[src/rtl/pps_gen.sv]
// PPS pulse generator: fires pps_out when the rtclock time crosses offset_ns within each second.
// Define PPS_GEN_TOD_EN to add the tod_sec/tod_valid time-of-day outputs.
module pps_gen #(
    parameter int C_CLK_TO_NS_RATIO = 8,
    parameter int C_CNT_WIDTH       = 32
) (
    input  logic                   clk,
    input  logic                   reset,
    input  logic                   enable,
    input  logic [29:0]            offset_ns,
    input  logic [29:0]            width_ns,
    input  logic [47:0]            sec,
    input  logic [29:0]            nsec,
    output logic                   pps_out,
    output logic                   armed,
    output logic                   cfg_err,
    output logic [C_CNT_WIDTH-1:0] pulse_cnt,
`ifdef PPS_GEN_TOD_EN
    output logic [47:0]            tod_sec,
    output logic                   tod_valid,
`endif
    output logic [C_CNT_WIDTH-1:0] jump_cnt
);

    localparam int          ACC_W      = 32;
    localparam logic [29:0] NS_PER_SEC = 30'd1_000_000_000;
    localparam logic [29:0] MAX_WIDTH  = 30'd999_999_999;
    localparam logic [ACC_W-1:0] ACC_STEP = ACC_W'(C_CLK_TO_NS_RATIO);

    typedef enum logic [1:0] {
        ST_DISABLED = 2'd0,
        ST_SYNC     = 2'd1,
        ST_ARMED    = 2'd2,
        ST_PULSE    = 2'd3
    } state_t;

    state_t                 state_r;
    state_t                 next_state_s;
    logic [ACC_W-1:0]       acc_r;
    logic [ACC_W-1:0]       acc_next_s;
    logic [47:0]            prev_sec_r;
    logic [29:0]            prev_nsec_r;
    logic                   pps_r;
    logic                   armed_r;
    logic                   cfg_err_r;
    logic [C_CNT_WIDTH-1:0] pulse_cnt_r;
    logic [C_CNT_WIDTH-1:0] jump_cnt_r;

    logic                   cfg_bad_s;
    logic [29:0]            width_clamp_s;
    logic [47:0]            sec_inc_s;
    logic                   same_sec_s;
    logic                   next_sec_s;
    logic                   jump_s;
    logic                   cross_s;
    logic                   eval_s;
    logic                   hit_s;
    logic                   jump_hit_s;

    assign cfg_bad_s     = (offset_ns >= NS_PER_SEC);
    assign width_clamp_s = (width_ns > MAX_WIDTH) ? MAX_WIDTH : width_ns;
    assign sec_inc_s     = prev_sec_r + 48'd1;
    assign same_sec_s    = (sec == prev_sec_r);
    assign next_sec_s    = (sec == sec_inc_s);

    // Classify the (prev, current) time pair as a discontinuity or a trigger crossing.
    assign jump_s  = !(same_sec_s || next_sec_s) || (same_sec_s && (nsec < prev_nsec_r));
    assign cross_s = (same_sec_s && (prev_nsec_r < offset_ns) && (nsec >= offset_ns)) ||
                     (next_sec_s && ((prev_nsec_r < offset_ns) || (nsec >= offset_ns)));

    // A bad offset suppresses all evaluation, so no event is counted while cfg_err is set.
    assign eval_s     = enable && !cfg_bad_s &&
                        ((state_r == ST_ARMED) || (state_r == ST_PULSE));
    assign hit_s      = eval_s && !jump_s && cross_s;
    assign jump_hit_s = eval_s && jump_s;

    // Next-state and width accumulator logic.
    always_comb begin
        next_state_s = state_r;
        acc_next_s   = acc_r;
        case (state_r)
            ST_DISABLED: begin
                if (enable) begin
                    next_state_s = ST_SYNC;
                end else begin
                    next_state_s = ST_DISABLED;
                end
            end
            ST_SYNC: begin
                next_state_s = ST_ARMED;
            end
            ST_ARMED: begin
                if (cfg_bad_s || jump_s) begin
                    next_state_s = ST_ARMED;
                end else if (cross_s) begin
                    next_state_s = ST_PULSE;
                    acc_next_s   = ACC_STEP;
                end else begin
                    next_state_s = ST_ARMED;
                end
            end
            ST_PULSE: begin
                if (cfg_bad_s || jump_s) begin
                    next_state_s = ST_ARMED;
                end else if (cross_s) begin
                    next_state_s = ST_PULSE;
                    acc_next_s   = ACC_STEP;
                end else if (acc_r >= ACC_W'(width_clamp_s)) begin
                    next_state_s = ST_ARMED;
                end else begin
                    next_state_s = ST_PULSE;
                    acc_next_s   = acc_r + ACC_STEP;
                end
            end
            default: begin
                next_state_s = ST_DISABLED;
                acc_next_s   = {ACC_W{1'b0}};
            end
        endcase
        if (!enable) begin
            next_state_s = ST_DISABLED;
        end else begin
            next_state_s = next_state_s;
        end
    end

    // State, time history, registered outputs and event counters.
    always_ff @(posedge clk) begin
        if (reset) begin
            state_r     <= ST_DISABLED;
            acc_r       <= {ACC_W{1'b0}};
            prev_sec_r  <= 48'd0;
            prev_nsec_r <= 30'd0;
            pps_r       <= 1'b0;
            armed_r     <= 1'b0;
            cfg_err_r   <= 1'b0;
            pulse_cnt_r <= {C_CNT_WIDTH{1'b0}};
            jump_cnt_r  <= {C_CNT_WIDTH{1'b0}};
        end else begin
            state_r     <= next_state_s;
            acc_r       <= acc_next_s;
            prev_sec_r  <= sec;
            prev_nsec_r <= nsec;
            pps_r       <= (next_state_s == ST_PULSE);
            armed_r     <= (next_state_s == ST_ARMED) || (next_state_s == ST_PULSE);
            cfg_err_r   <= cfg_bad_s;
            if (hit_s) begin
                pulse_cnt_r <= pulse_cnt_r + C_CNT_WIDTH'(1);
            end
            if (jump_hit_s) begin
                jump_cnt_r <= jump_cnt_r + C_CNT_WIDTH'(1);
            end
        end
    end

    assign pps_out   = pps_r;
    assign armed     = armed_r;
    assign cfg_err   = cfg_err_r;
    assign pulse_cnt = pulse_cnt_r;
    assign jump_cnt  = jump_cnt_r;

`ifdef PPS_GEN_TOD_EN
    logic [47:0] tod_sec_r;
    logic        tod_valid_r;

    // Latch the second holding the trigger point on every accepted crossing.
    always_ff @(posedge clk) begin
        if (reset) begin
            tod_sec_r   <= 48'd0;
            tod_valid_r <= 1'b0;
        end else begin
            tod_valid_r <= hit_s;
            if (hit_s) begin
                tod_sec_r <= (nsec >= offset_ns) ? sec : prev_sec_r;
            end
        end
    end

    assign tod_sec   = tod_sec_r;
    assign tod_valid = tod_valid_r;
`endif

endmodule

[config.mk]
export PLATFORM = sky130hd
export DESIGN_NAME = pps_gen
export DESIGN_NICKNAME = d
export VERILOG_FILES = /design/src/rtl/pps_gen.sv
export SDC_FILE = /design/constraint.sdc
export NUM_CORES = 1
export LEC_CHECK = 0
export BUFFER_PORTS_ARGS = -buffer_cell sky130_fd_sc_hd__buf_2
export CAP_MARGIN = 20
export CORE_ASPECT_RATIO = 1.2
export CORE_MARGIN = 2
export CORE_UTILIZATION = 25
export DETAILED_ROUTE_END_ITERATION = 10
export PLACE_DENSITY = 0.51
export SYNTH_ARGS = -nofsm -noshare
export SYNTH_HDL_FRONTEND = slang
export SYNTH_SLANG_ARGS = --single-unit
[constraint.sdc]
create_clock -name clk -period 4.82 [get_ports clk]
set_input_delay 0.482 -clock clk [delete_from_list [all_inputs] [get_ports clk]]
set_output_delay 0.482 -clock clk [all_outputs]
set_load 0.01 [all_outputs]
# Yosys cells after proc, flatten, opt, wreduce, memory -nomap -nowiden
# Index checks and enable logic that the tools add are counted.
totals:
  reg_bits: 179
  out_inout_bits: 67
  wordCells: 66
classes:
  add_sub_neg: 4
  n_lt_le_gt_ge: 6
  n_eq_ne: 11
  mux: 14
  reduce_logical: 22
op_table:
  columns: ["op", "n"]
  rows:
  - ["32-bit 2-to-1 mux", 5]
  - ["48-bit equality test", 2]
  - ["32-bit by 1-bit adder with 32-bit output, second input constant", 2]
  - ["32-bit one-hot mux with 2 select lines", 1]
  - ["30-bit less-than comparator", 2]
  - ["48-bit by 1-bit adder with 48-bit output, second input constant", 1]
  - ["32-bit by 4-bit adder with 32-bit output, second input constant", 1]
  - ["32-bit by 30-bit >= comparator with 1-bit output", 1]
  - ["30-bit >= comparator", 1]
  - ["30-bit >= comparator, second input constant", 1]
  - ["30-bit > comparator, second input constant", 1]
  - ["30-bit 2-to-1 mux", 1]
  - ["1-bit logical AND", 9]
  - ["2-bit equality test, second input constant", 4]
  - ["2-bit one-hot mux with 4 select lines", 1]
  - ["1-bit logical OR", 7]
  - ["2-bit != test, second input constant", 3]
  - ["1-bit 2-to-1 mux", 5]
  - ["5-bit AND reduction", 1]
  - ["1-bit zero test", 3]
  - ["3-bit != test, second input constant", 1]
  - ["2-bit by 1-bit equality test with 1-bit output, second input constant", 1]
  - ["2-bit zero test", 1]
  - ["2-bit 2-to-1 mux", 1]
  - ["2-bit nonzero test", 1]

# Logic depth before layout (Yosys ltp)
logic_depth:
  depth_word: 11
  depth_mapped: 19
  ltp_nobuf: 16

# Worst setup path after synthesis
# Ideal clock, no wire load.
synth_path:
  kind: "input to register"
  startpoint: "input port width_ns[16]"
  endpoint: "register acc_r[28]"
  setup_ns: 0.087
  arrival_time_ns: 4.099
  required_ns: 4.733
  setup_slack_ns: 0.634
  path_stages: 17
  n_path_buf: 3
  cell_sequence: "nand4bb_1 > a211oi_1 > o21a_1 > clkbuf_1 > nor2_1 > ha_1 > or4b_2 > o211ai_1 > a211oi_1 > a2111o_1 > nand2_1 > clkbuf_1 > clkbuf_1 > o21ai_0 > a211oi_1 > o211ai_1 > o31ai_1"
synth_between:
  elab_chain_len: 5
synth_rtl:
  columns: ["element", "line_no", "source"]
  rows:
  - ["start: declaration", "11", "input logic [29:0] width_ns,"]
  - ["30-bit > comparator", "61", "assign width_clamp_s = (width_ns > MAX_WIDTH) ? MAX_WIDTH : width_ns;"]
  - ["30-bit 2-to-1 mux *", "61", null]
  - ["32-bit by 30-bit >= comparator with 1-bit output *", "108", "end else if (acc_r >= ACC_W'(width_clamp_s)) begin"]
  - ["3-bit != test (no source line) *", null, null]
  - ["5-bit AND reduction (no source line) *", null, null]
  - ["end signal: assignment", "131", "acc_r <= {ACC_W{1'b0}};"]
  - ["end signal: assignment", "141", "acc_r <= acc_next_s;"]
  - ["end: declaration", "39", "logic [ACC_W-1:0] acc_r;"]
# Every way passes the cells marked *; elsewhere a longest branch is shown, timed or not.
# A chain may end at the register's enable or synchronous reset.

# Worst setup path in the final report
layout_path:
  startpoint: "register prev_sec_r[16]"
  endpoint: "register pulse_cnt_r[20] (netlist: pulse_cnt[20])"
layout_between:
  elab_chain_len: 8
  elab_cells_between_ends: 14
layout_rtl:
  columns: ["element", "line_no", "source"]
  rows:
  - ["start: declaration", "41", "logic [47:0] prev_sec_r;"]
  - ["start signal: assignment", "132", "prev_sec_r <= 48'd0;"]
  - ["start signal: assignment", "142", "prev_sec_r <= sec;"]
  - ["48-bit by 1-bit adder with 48-bit output", "62", "assign sec_inc_s = prev_sec_r + 48'd1;"]
  - ["48-bit equality test", "64", "assign next_sec_s = (sec == sec_inc_s);"]
  - ["1-bit logical OR", "67", "assign jump_s = !(same_sec_s || next_sec_s) || (same_sec_s && (nsec < prev_nsec_r));"]
  - ["1-bit zero test", "67", null]
  - ["1-bit logical OR", "67", null]
  - ["1-bit zero test", "74", "assign hit_s = eval_s && !jump_s && cross_s;"]
  - ["1-bit logical AND", "74", null]
  - ["1-bit logical AND *", "74", null]
  - ["end signal: assignment", "137", "pulse_cnt_r <= {C_CNT_WIDTH{1'b0}};"]
  - ["end signal: assignment", "148", "pulse_cnt_r <= pulse_cnt_r + C_CNT_WIDTH'(1);"]
  - ["end: declaration", "46", "logic [C_CNT_WIDTH-1:0] pulse_cnt_r;"]
# Marks and branches as above.

==> impl_metrics.tcl <==
set metrics [dict create \
    maxCapViolCount 0 \
    wl_um 40500 \
    initial_core_util_pct 25.2 \
    synthMuxAreaShare_pct 1.59 \
    antenna_cells 0 \
    cp_cell_sequence "nand4_1 -> or4_4 -> or4_4 -> or3b_1 -> o21ai_1 -> and4b_1 -> o2111ai_2 -> a211oi_4 -> o211ai_2 -> nor3_1 -> mux2_2" \
    yosys_warnings 0 \
    die-area_um2 51200 \
    ios 208 \
    clock_path_buffers 2 \
    power.density_nw_per_um2 244 \
    cts_buffers 17 \
    worst_pin_slew_ps 1060 \
    min_from "sec[7]" \
    r2r-start "prev_sec_r[16]" \
    n_fill_cell 5338 \
    postCtsHoldBufs 0 \
    ant_nets 0 \
    criticalPathCategory "register to register" \
    synth_top_family_by_area "simple AND/OR/NAND/NOR gates" \
    post_cts_buffers 0 \
    synth_area_per_cell_um2 8.05 \
    slowest_delay_ps 570 \
    final_cell_area_um2 14800 \
    synth_compound_area_share_pct 18.1 \
    synth_cell_type_count 80 \
    async_reset_ff_share_pct 0 \
    drt-pass1-iter-count 5 \
    grt_remaining_overflow 0 \
    vias_per_cell 5.01 \
    cp_slowest_cell "or4_4" \
    final_layout_size_suffix_gt1_share_pct 18.4 \
    post-route-drc-count 0 \
    fmax_ghz 0.228 \
    dp_hpwl_um 32300 \
    gp_congestion 0.872 \
    critPathMaxFanout 24 \
    placed_area_um2 14200 \
    status "finished clean" \
    synth_cells 1534 \
    finalHoldViolations 0 \
    critPathBufInv 0 \
    clkTransAtPathRegs_ps 70 \
    rsz0062_at_grt "no" \
    vias 12000 \
    grt_pass1_vias 11700 \
    cts_tree "yes" \
    fin_nets 1998 \
    end_kind "register" \
    p_total_mw 3.62 \
    grt_pass1_wl_um 64400 \
    coreArea_um2 49000 \
    area_growth_pct 20.2 \
    ys.flop_type "dfxtp_1" \
    die_y_um 247 \
    tns_ps 0 \
    port_buffers 207 \
    cp_top_family "simple AND/OR/NAND/NOR gates" \
    syn_area_um2 12300 \
    clk_latency_ps 490 \
    ctsResizeCount 0 \
    synth_xor_area_share_pct 6.24 \
    antenna_found_initial 0 \
    hold_class "input pin to register" \
    p_leak_nw 6.06 \
    routedWlPerCell_um 17.0 \
    startpoint "prev_sec_r[16]" \
    synth-simple-area-share_pct 28.6 \
    clock_skew_ps 18.3 \
    synth_fa_ha_area_share_pct 12.1 \
    grt_max_degree 96 \
    ys_seq_elements 175 \
    finalCriticalPeriod_ps 4390 \
    die_x_um 207 \
    drt_iter0_markers 657 \
    report.final.slew_viol_count 0 \
    cpMostUsedCell "or4_4" \
    track_usage_pct 16.1 \
    finalCritPeriodShare_pct 91.1 \
    ys_seq_area_share_pct 28.4 \
    htreeDepth 4 \
    clock_sinks 175 \
    synth-edff-count 0 \
    startpoint_type "register" \
    ir_drop_uv 232 \
    cts-root-buf "clkbuf_16" \
    synth_nets 1794 \
    setup_viol 0 \
    cp.arrival_ps 4760 \
    rows 89 \
    maxSlewHeadroom_pct 29.4 \
    required_ps 5190 \
]
## layer usage
metal  up-vias  track usage (%)  share of wire, %
met5         -                0                 0
met4         0             5.86               2.2
met3        45             3.73               4.7
met2       244             28.1                50
met1      5673             19.1                43
li1       6002                -                 -
## cells in the mapped netlist, types with 4 or more instances
| library cell | instances | area [um^2] |
|---|---|---|
| dfxtp_1 | 175 | 3500 |
| nand2_1 | 124 | 465 |
| nor2_1 | 120 | 450 |
| ha_1 | 119 | 1490 |
| inv_1 | 104 | 390 |
| nor2b_1 | 96 | 601 |
| a21oi_1 | 63 | 315 |
| nand3_1 | 62 | 310 |
| nand4_1 | 54 | 338 |
| xnor2_1 | 52 | 455 |
| o21ai_0 | 51 | 255 |
| nor3_1 | 46 | 230 |
| clkbuf_1 | 39 | 146 |
| o211ai_1 | 36 | 270 |
| xor2_1 | 36 | 315 |
| a211oi_1 | 35 | 263 |
| nor4_1 | 24 | 150 |
| and3_1 | 23 | 144 |
| or4_1 | 18 | 135 |
| o31ai_1 | 16 | 120 |
| a21o_1 | 15 | 113 |
| or2_2 | 15 | 93.8 |
| nand2b_1 | 14 | 87.6 |
| and2_1 | 13 | 81.3 |
| a31oi_1 | 12 | 75.1 |
| mux2_2 | 12 | 135 |
| and4_1 | 10 | 87.6 |
| buf_2 | 9 | 45.0 |
| o22ai_1 | 8 | 50.1 |
| o41ai_1 | 8 | 70.1 |
| or3_1 | 8 | 50.1 |
| a221o_1 | 7 | 70.1 |
| a2111oi_0 | 5 | 43.8 |
| mux2i_1 | 5 | 50.1 |
| nand4b_1 | 5 | 43.8 |
| o211a_1 | 5 | 50.1 |
| o21a_1 | 5 | 37.5 |
| a21bo_2 | 4 | 40.0 |
| a21boi_0 | 4 | 30.0 |
| a41o_1 | 4 | 40.0 |
| nor4_2 | 4 | 50.1 |
## flip-flops by register name, indices dropped and copies added, names as in the netlist
name	flops
prev_nsec_r	30
jump_cnt	32
acc_r	29
prev_sec_r	48
pps_out	1
state_r	2
pulse_cnt	32
cfg_err	1
## cells in the final DEF, fill, tap and decap left out, types with 17 or more instances in the layout
cell | synthesis | layout
buf_4 | 0 | 33
inv_1 | 104 | 104
nand3_1 | 62 | 62
clkbuf_16 | 0 | 17
nor4_1 | 24 | 24
xor2_1 | 36 | 36
nor3_1 | 46 | 45
nor2_1 | 120 | 120
a21oi_1 | 63 | 63
xnor2_1 | 52 | 52
dfxtp_1 | 175 | 175
ha_1 | 119 | 119
nand2_1 | 124 | 124
buf_2 | 9 | 206
or4_1 | 18 | 18
o211ai_1 | 36 | 36
nor2b_1 | 96 | 96
o21ai_0 | 51 | 51
and3_1 | 23 | 23
a211oi_1 | 35 | 35
nand4_1 | 54 | 54
## power by group
group          leakage, nW  internal [mW]  switching, mW
logic                 4.32          0.219          0.306
registers             1.43           1.48         0.0411
clock network        0.312          0.893          0.683
## area by class of cell
type,instances,area [um^2],share of cell area [%]
clock inverters,13,199,1.34
inverters,104,390,2.63
multi-input cells,1201,8230,55.5
clock buffers,19,443,2.98
repair buffers,239,1280,8.62
well taps,637,797,5.37
flip-flops and latches,175,3500,23.6
## logic make-up after synthesis
kind of cell / after synthesis
mux: 18
simple gates: 659
xor+xnor: 88
flops: 175
compound gates: 317
fa+ha+maj: 119
buf+inv: 158
## final timing paths
path | end | slack (ps) | cells past startpoint
max | pulse_cnt[20] | 430 | 11
min | prev_sec_r[7] | 230 | 2
max reg2reg | pulse_cnt[20] | 430 | 11
min reg2reg | pulse_cnt[15] | 510 | 2
## per-stage QoR
stage | hold WS (ps) | util [%] | std cells | setup slack, ps
floorplan | 459 | - | 1534 | 634
global placement | 490 | 29.0 | 2356 | 451
detailed placement | 502 | 29.0 | 2356 | 322
CTS | 189 | 30.3 | 2388 | 405
global route | 208 | 30.3 | 2388 | 125
finish | 231 | 30.3 | 2388 | 429
No activity file was read; power rests on OpenSTA's default activity.
